**config.mk**
```make
export PLATFORM = sky130hd
export DESIGN_NAME = div_seq
export DESIGN_NICKNAME = d
export VERILOG_FILES = /design/src/rtl/div_seq.sv
export SDC_FILE = /design/constraint.sdc
export NUM_CORES = 1
export LEC_CHECK = 0
export CORE_MARGIN = 2
export CORE_UTILIZATION = 51
export DETAILED_ROUTE_END_ITERATION = 8
export HOLD_SLACK_MARGIN = 0.02
export PLACE_DENSITY = 0.84
export SYNTH_ARGS = -nofsm -noshare
export SYNTH_HDL_FRONTEND = slang
export SYNTH_SLANG_ARGS = --single-unit
```
**constraint.sdc**
```tcl
create_clock -name clk -period 2.1 [get_ports clk]
set_clock_uncertainty 0.15 [all_clocks]
set_input_delay 0.63 -clock clk [delete_from_list [all_inputs] [get_ports clk]]
set_output_delay 0.63 -clock clk [all_outputs]
set_load 0.03 [all_outputs]
```
**src/rtl/div_seq.sv**
```systemverilog
// -----------------------------------------------------------------------------
// div_seq -- sequential unsigned restoring divider.
//
// Divides an unsigned DIVIDEND_W-bit dividend by an unsigned DIVISOR_W-bit
// divisor. It develops one quotient bit per clock, MSB first. With the default
// widths it reverses the 4x4 -> 8 multiplier: a product divided by one factor
// gives the other factor. It is also used as a golden check on multiplier
// results.
//
// Ports
//   clk          in   rising-edge clock
//   reset        in   synchronous, active-high reset; aborts any operation
//   start        in   request; sampled only while idle
//   dividend     in   DIVIDEND_W  unsigned dividend, captured with start
//   divisor      in   DIVISOR_W   unsigned divisor, captured with start
//   busy         out  high while iterating (DIVIDEND_W cycles)
//   done         out  one-cycle pulse; result outputs are valid
//   quotient     out  DIVIDEND_W  unsigned quotient
//   remainder    out  DIVISOR_W   unsigned remainder
//   div_by_zero  out  captured divisor was zero (quotient = all ones)
//
// Timing: start accepted in cycle 0 -> busy in cycles 1..DIVIDEND_W -> done in
// cycle DIVIDEND_W+1. A zero divisor skips the iteration, so done comes in
// cycle 1. The result registers change only on the edge that enters FIN.
// -----------------------------------------------------------------------------
module div_seq #(
  parameter int DIVIDEND_W = 8,
  parameter int DIVISOR_W  = 4
) (
  input  logic                  clk,
  input  logic                  reset,
  input  logic                  start,
  input  logic [DIVIDEND_W-1:0] dividend,
  input  logic [DIVISOR_W-1:0]  divisor,
  output logic                  busy,
  output logic                  done,
  output logic [DIVIDEND_W-1:0] quotient,
  output logic [DIVISOR_W-1:0]  remainder,
  output logic                  div_by_zero
);

  localparam int CNT_W = $clog2(DIVIDEND_W + 1);

  typedef enum logic [1:0] {
    S_IDLE,
    S_RUN,
    S_FIN
  } state_t;

  state_t r_state;
  state_t w_state_nxt;

  // Dividend shift register. Dividend bits leave at the MSB, and quotient bits
  // enter at the LSB. After DIVIDEND_W steps it holds the whole quotient.
  logic [DIVIDEND_W-1:0] r_shift;
  logic [DIVISOR_W-1:0]  r_divisor;
  // The partial remainder is always smaller than the divisor, so its top bit
  // would always be 0. Storing only DIVISOR_W bits loses nothing.
  logic [DIVISOR_W-1:0]  r_rem;
  logic [CNT_W-1:0]      r_cnt;

  logic [DIVIDEND_W-1:0] r_quotient;
  logic [DIVISOR_W-1:0]  r_remainder;
  logic                  r_dbz;

  // FSM decode strobes
  logic w_accept;     // IDLE with start and a nonzero divisor
  logic w_zero_div;   // IDLE with start and a zero divisor
  logic w_run;        // one iteration step this cycle
  logic w_last;       // the final iteration step (counter reaches 0)

  // Datapath for one iteration step
  logic [DIVISOR_W:0]    w_trial;
  logic                  w_ge;
  logic [DIVISOR_W-1:0]  w_diff;
  logic [DIVISOR_W-1:0]  w_rem_nxt;
  logic [DIVIDEND_W-1:0] w_shift_nxt;

  // ---------------------------------------------------------------------------
  // State register
  // ---------------------------------------------------------------------------
  // NOTE: clocked processes use non-blocking (<=) assignments only, so every
  // register samples the values from before the edge, whatever order the
  // statements are written in.
  always_ff @(posedge clk) begin
    if (reset) begin
      r_state <= S_IDLE;
    end else begin
      r_state <= w_state_nxt;
    end
  end

  // ---------------------------------------------------------------------------
  // Next-state and output decode
  // ---------------------------------------------------------------------------
  // NOTE: every signal driven here gets a default first. Without the default,
  // any path that left a signal unassigned would infer a latch.
  always_comb begin
    w_state_nxt = r_state;
    busy        = 1'b0;
    done        = 1'b0;
    w_accept    = 1'b0;
    w_zero_div  = 1'b0;
    w_run       = 1'b0;
    w_last      = 1'b0;

    unique case (r_state)
      S_IDLE: begin
        if (start) begin
          if (divisor == '0) begin
            w_zero_div  = 1'b1;
            w_state_nxt = S_FIN;
          end else begin
            w_accept    = 1'b1;
            w_state_nxt = S_RUN;
          end
        end
      end

      S_RUN: begin
        busy  = 1'b1;
        w_run = 1'b1;
        // The counter moves from 1 to 0 on this edge, so this is the last step.
        if (r_cnt == CNT_W'(1)) begin
          w_last      = 1'b1;
          w_state_nxt = S_FIN;
        end
      end

      S_FIN: begin
        // Go back to IDLE unconditionally. A start seen here is dropped.
        done        = 1'b1;
        w_state_nxt = S_IDLE;
      end

      default: begin
        w_state_nxt = S_IDLE;
      end
    endcase
  end

  // ---------------------------------------------------------------------------
  // One restoring-division step
  // ---------------------------------------------------------------------------
  always_comb begin
    w_trial   = {r_rem, r_shift[DIVIDEND_W-1]};
    w_ge      = (w_trial >= {1'b0, r_divisor});
    // Subtract at DIVISOR_W bits only. The result is used only when
    // trial >= divisor, and then the true difference is below the divisor.
    // That means it fits, and the dropped borrow bit is always 0.
    w_diff    = w_trial[DIVISOR_W-1:0] - r_divisor;
    w_rem_nxt = w_ge ? w_diff : w_trial[DIVISOR_W-1:0];
    w_shift_nxt = {r_shift[DIVIDEND_W-2:0], w_ge};
  end

  // ---------------------------------------------------------------------------
  // Datapath and result registers
  // ---------------------------------------------------------------------------
  always_ff @(posedge clk) begin
    if (reset) begin
      r_shift     <= '0;
      r_divisor   <= '0;
      r_rem       <= '0;
      r_cnt       <= '0;
      r_quotient  <= '0;
      r_remainder <= '0;
      r_dbz       <= 1'b0;
    end else begin
      if (w_accept) begin
        r_shift   <= dividend;
        r_divisor <= divisor;
        r_rem     <= '0;
        r_cnt     <= CNT_W'(DIVIDEND_W);
      end else if (w_run) begin
        r_shift <= w_shift_nxt;
        r_rem   <= w_rem_nxt;
        r_cnt   <= r_cnt - CNT_W'(1);
      end

      // Results load only on the edge that enters FIN. They then hold through
      // IDLE and through the whole of the next RUN.
      if (w_zero_div) begin
        r_quotient  <= '1;
        r_remainder <= '0;
        r_dbz       <= 1'b1;
      end else if (w_last) begin
        r_quotient  <= w_shift_nxt;
        r_remainder <= w_rem_nxt;
        r_dbz       <= 1'b0;
      end
    end
  end

  assign quotient    = r_quotient;
  assign remainder   = r_remainder;
  assign div_by_zero = r_dbz;

endmodule

```
==> results of run 1 <==
registers in the layout (all words and copies together), names as in the netlist:
register,count
quotient,8
r_shift,8
r_cnt,4
r_divisor,4
r_rem,4
remainder,4
r_state,2
div_by_zero,1
worst min-delay path: stages (launching register included):
cell and delay (ps):
dfxtp_1 320, nand2_1 50, a21oi_1 50
through the flow:
stage | hold slack (ps) | std cells | utilization
CTS | 311 | 286 | 0.692
floorplan | 295 | 198 | -
global placement | 288 | 278 | 0.681
detailed placement | 301 | 278 | 0.681
global route | 338 | 287 | 0.702
finish | 308 | 287 | 0.702
where the power goes:
part | internal [mW] | switching, mW
Sequential | 0.708 | 0.0342
Clock | 0.129 | 0.227
Combinational | 0.194 | 0.226
synth_stat cells, types with 2 or more instances:
library cell  count
buf_4             2
buf_2             6
o21ai_0           3
a211oi_2          2
o211ai_1          2
or2_1             2
nor3_1            2
a311oi_1          5
o22ai_1           2
o21ai_1           2
dfxtp_1          35
nand3_1           4
xor2_1            2
nor2_1           17
xnor2_1           2
inv_1             8
nand2b_1          4
a21oi_1          11
a21oi_2           3
ha_1              6
a31oi_1           9
a22oi_1           2
nand2_1          45
clkbuf_1          3
kinds of logic (layout without fill, tap and decap cells):
group | after synthesis | count (layout) | share of synthesized area
buffers and inverters | 20 | 65 | 0.0537
AND/OR/NAND/NOR | 85 | 85 | 0.240
flip-flops | 35 | 35 | 0.418
XOR/XNOR | 4 | 4 | 0.0209
adder cells (fa/ha/maj) | 7 | 7 | 0.0567
AO/OA/AOI/OAI | 47 | 47 | 0.211
per-layer routing:
| metal | GRT usage | up-vias | share of wire |
|---|---|---|---|
| met1 | 0.280 | 707 | 0.45 |
| met2 | 0.343 | 52 | 0.48 |
| li1 | - | 767 | - |
| met3 | 0.0588 | 7 | 0.058 |
| met5 | 0 | - | 0 |
| met4 | 0.106 | 0 | 0.015 |
final timing paths:
check,slack (ps),startpoint,endpoint
min,310,div_by_zero$_SDFFE_PP0P_,div_by_zero$_SDFFE_PP0P_
min reg2reg,310,div_by_zero$_SDFFE_PP0P_,div_by_zero$_SDFFE_PP0P_
max,40,divisor[3],r_shift[4]$_SDFFE_PP0P_
max reg2reg,120,r_shift[7]$_SDFFE_PP0P_,remainder[2]$_SDFFE_PP0P_
cell type report:
class                           count  area [um2]
Clock buffer                        6        41.3
Clock inverter                      2        12.5
Inverter                            9        33.8
Timing Repair Buffer               48         425
Sequential cell                    35         702
Tap cell                           44        55.1
Multi-Input combinational cell    143         910
Fill cell                         279         923
cells in the final DEF (no fill, tap or decap), types with 2 or more instances in the layout:
cell type / netlist / routed
clkbuf_4: 0 / 5
inv_2: 1 / 2
o21ai_1: 2 / 2
xnor2_1: 2 / 2
a22oi_1: 2 / 2
xor2_1: 2 / 2
dlygate4sd2_1: 0 / 14
inv_1: 8 / 7
or2_1: 2 / 2
dfxtp_1: 35 / 34
a31oi_1: 9 / 9
a311oi_1: 5 / 5
nand3_1: 4 / 4
nand2_1: 45 / 45
o22ai_1: 2 / 2
a21oi_1: 11 / 11
nor2_1: 17 / 16
a21oi_2: 3 / 3
o211ai_1: 2 / 2
nor3_1: 2 / 2
buf_4: 2 / 19
nor3b_2: 1 / 2
clkdlybuf4s50_1: 0 / 14
nand2b_1: 4 / 4
ha_1: 6 / 5
o21ai_0: 3 / 3
a211oi_2: 2 / 2
what timing repair did:
action,CTS,global route
endpoints found under the setup margin,15,7
gates resized for setup,14,6
buffers inserted,0,1
hold buffers,0,0
pin swaps,1,6
==> results.md, run 1 <==
* N_diodes at 0
* Layout cell share with drive strength beyond 1 at 0.185
* Number of design-rule violations left by the first detailed-router iteration at 98
* Area after detailed placement at 2110 um2
* Area share of the largest cell type after synthesis at 0.418
* Standard-cell row count at 20
* Warning count from the yosys run at 0
* Startpoint-to-endpoint class of the critical path: input port to register
* PwrDens at 697 nW/um2
* Critical path depth at 6
* F_max at 486 MHz
* Total track usage at 0.219
* Clock root buffer: clkbuf_4
* Leak at 0.877 nW
* Largest stage delay on the critical path at 470 ps
* Clock sink total at 35
* Clock-pin slew on the worst setup and hold paths at 110 ps
* Number of synthesized flops with an enable pin at 0
* Share of flip-flops with an asynchronous set or reset after synthesis at 0
* Crit. End Element: register
* Clock insertion delay at the later pin of the skew report at 340 ps
* Die Outline Area at 3760 um2
* Normalized max-slew margin at 0.707
* Synthesized cell area at 1680 um2
* Initial Util at 0.541
* Number of clock buffers inserted by TritonCTS at 5
* Sequence of cells on the critical path: clkdlybuf4s50_1, nor4_4, nand2b_1, buf_12, nor2_1, a311oi_1
* Placeable core region at 3100 um2
* Maximum resistive drop on vdd at 0.000410 V
* Highest net fanout along the worst path at 14
* Count of pins on the block boundary at 30
* Total via count in the routed design at 1533
* First drt pass iteration count at 5
* Vertical die dimension at 61.4 um
* Initial antenna violation count at 0
* Worst setup SP type: input port
* Bufs and invs on worst path at 2
* Mean number of vias per cell at 5.34
* Clock H-tree levels at 2
* Synthesized net count at 220
* Setup tns final at 0 ps
* Number of cells traversed by the worst hold path at 2
* Status: finished clean
* Number of setup violations in the final report at 0
* Routed length per placed instance at 13.0 um
* Sequential area share after synthesis at 0.418
* Total overflow reported by the global router at 0
* RSZ-0062 raised after global routing: yes
* R2r worst-path depth at 7
* Number of nets in the layout at 264
* Post-placement setup slack at -287 ps
* First-pass GRT wire length at 5.99 mm
* Die width at 61.4 um
* Global placer's final weighted congestion at 0.884
* Remaining design rule violation count at 0
* Mean Syn Cell Area at 8.47 um2
* Post-route fraction of the period consumed by the critical path at 0.980
* Arrival time of data at the critical path endpoint at 2140 ps
* Maxcap violations at 0
* Number of synthesized register bits at 35
* Cell types with the largest area share after synthesis: dfxtp_1, nand2_1, ha_1, nor2_1, a31oi_1
* Number of standard cells after synthesis at 198
* Total detailed-routing wirelength at 3.74 mm
* Final Hold Vio Count at 0
* Shortest clock period the worst path allows after layout at 2060 ps
* Clk buf depth at 2
* Cell taking the most area after synthesis: dfxtp_1
* Most common flop cell mapped by yosys: dfxtp_1
* DP Wirelength at 2.85 mm
* Actual slew at the worst max-slew pin at 440 ps
* Count of nets left with antenna violations after detail routing at 0
* Maximum number of pins on one net before global-route repair at 16
* Vias in the first global route at 1386
* Class of the worst hold path: register to register
* Worst setup slack after layout at 42.6 ps
* Max-slew violation count at 0
* Required time of the worst setup path at 2190 ps
* Yosys cell types at 43
* Crit path max-delay family: buffers and inverters
* Final std cell area, no fill at 2180 um2
* Cell with the largest stage delay on the worst path: clkdlybuf4s50_1
* TritonCTS clock tree: yes
* Overall power after layout at 1.52 mW
* Total of buffers placed on input and output ports at 29
* Area growth, synth to finish at 29.9%
No activity file was read; power rests on OpenSTA's default activity.
==> run 2: changes to the inputs <==
Settings changed: CAP_MARGIN set to 5.
==> results of run 2 <==
Final layout, timing and power as in run 1 (identical DEF).
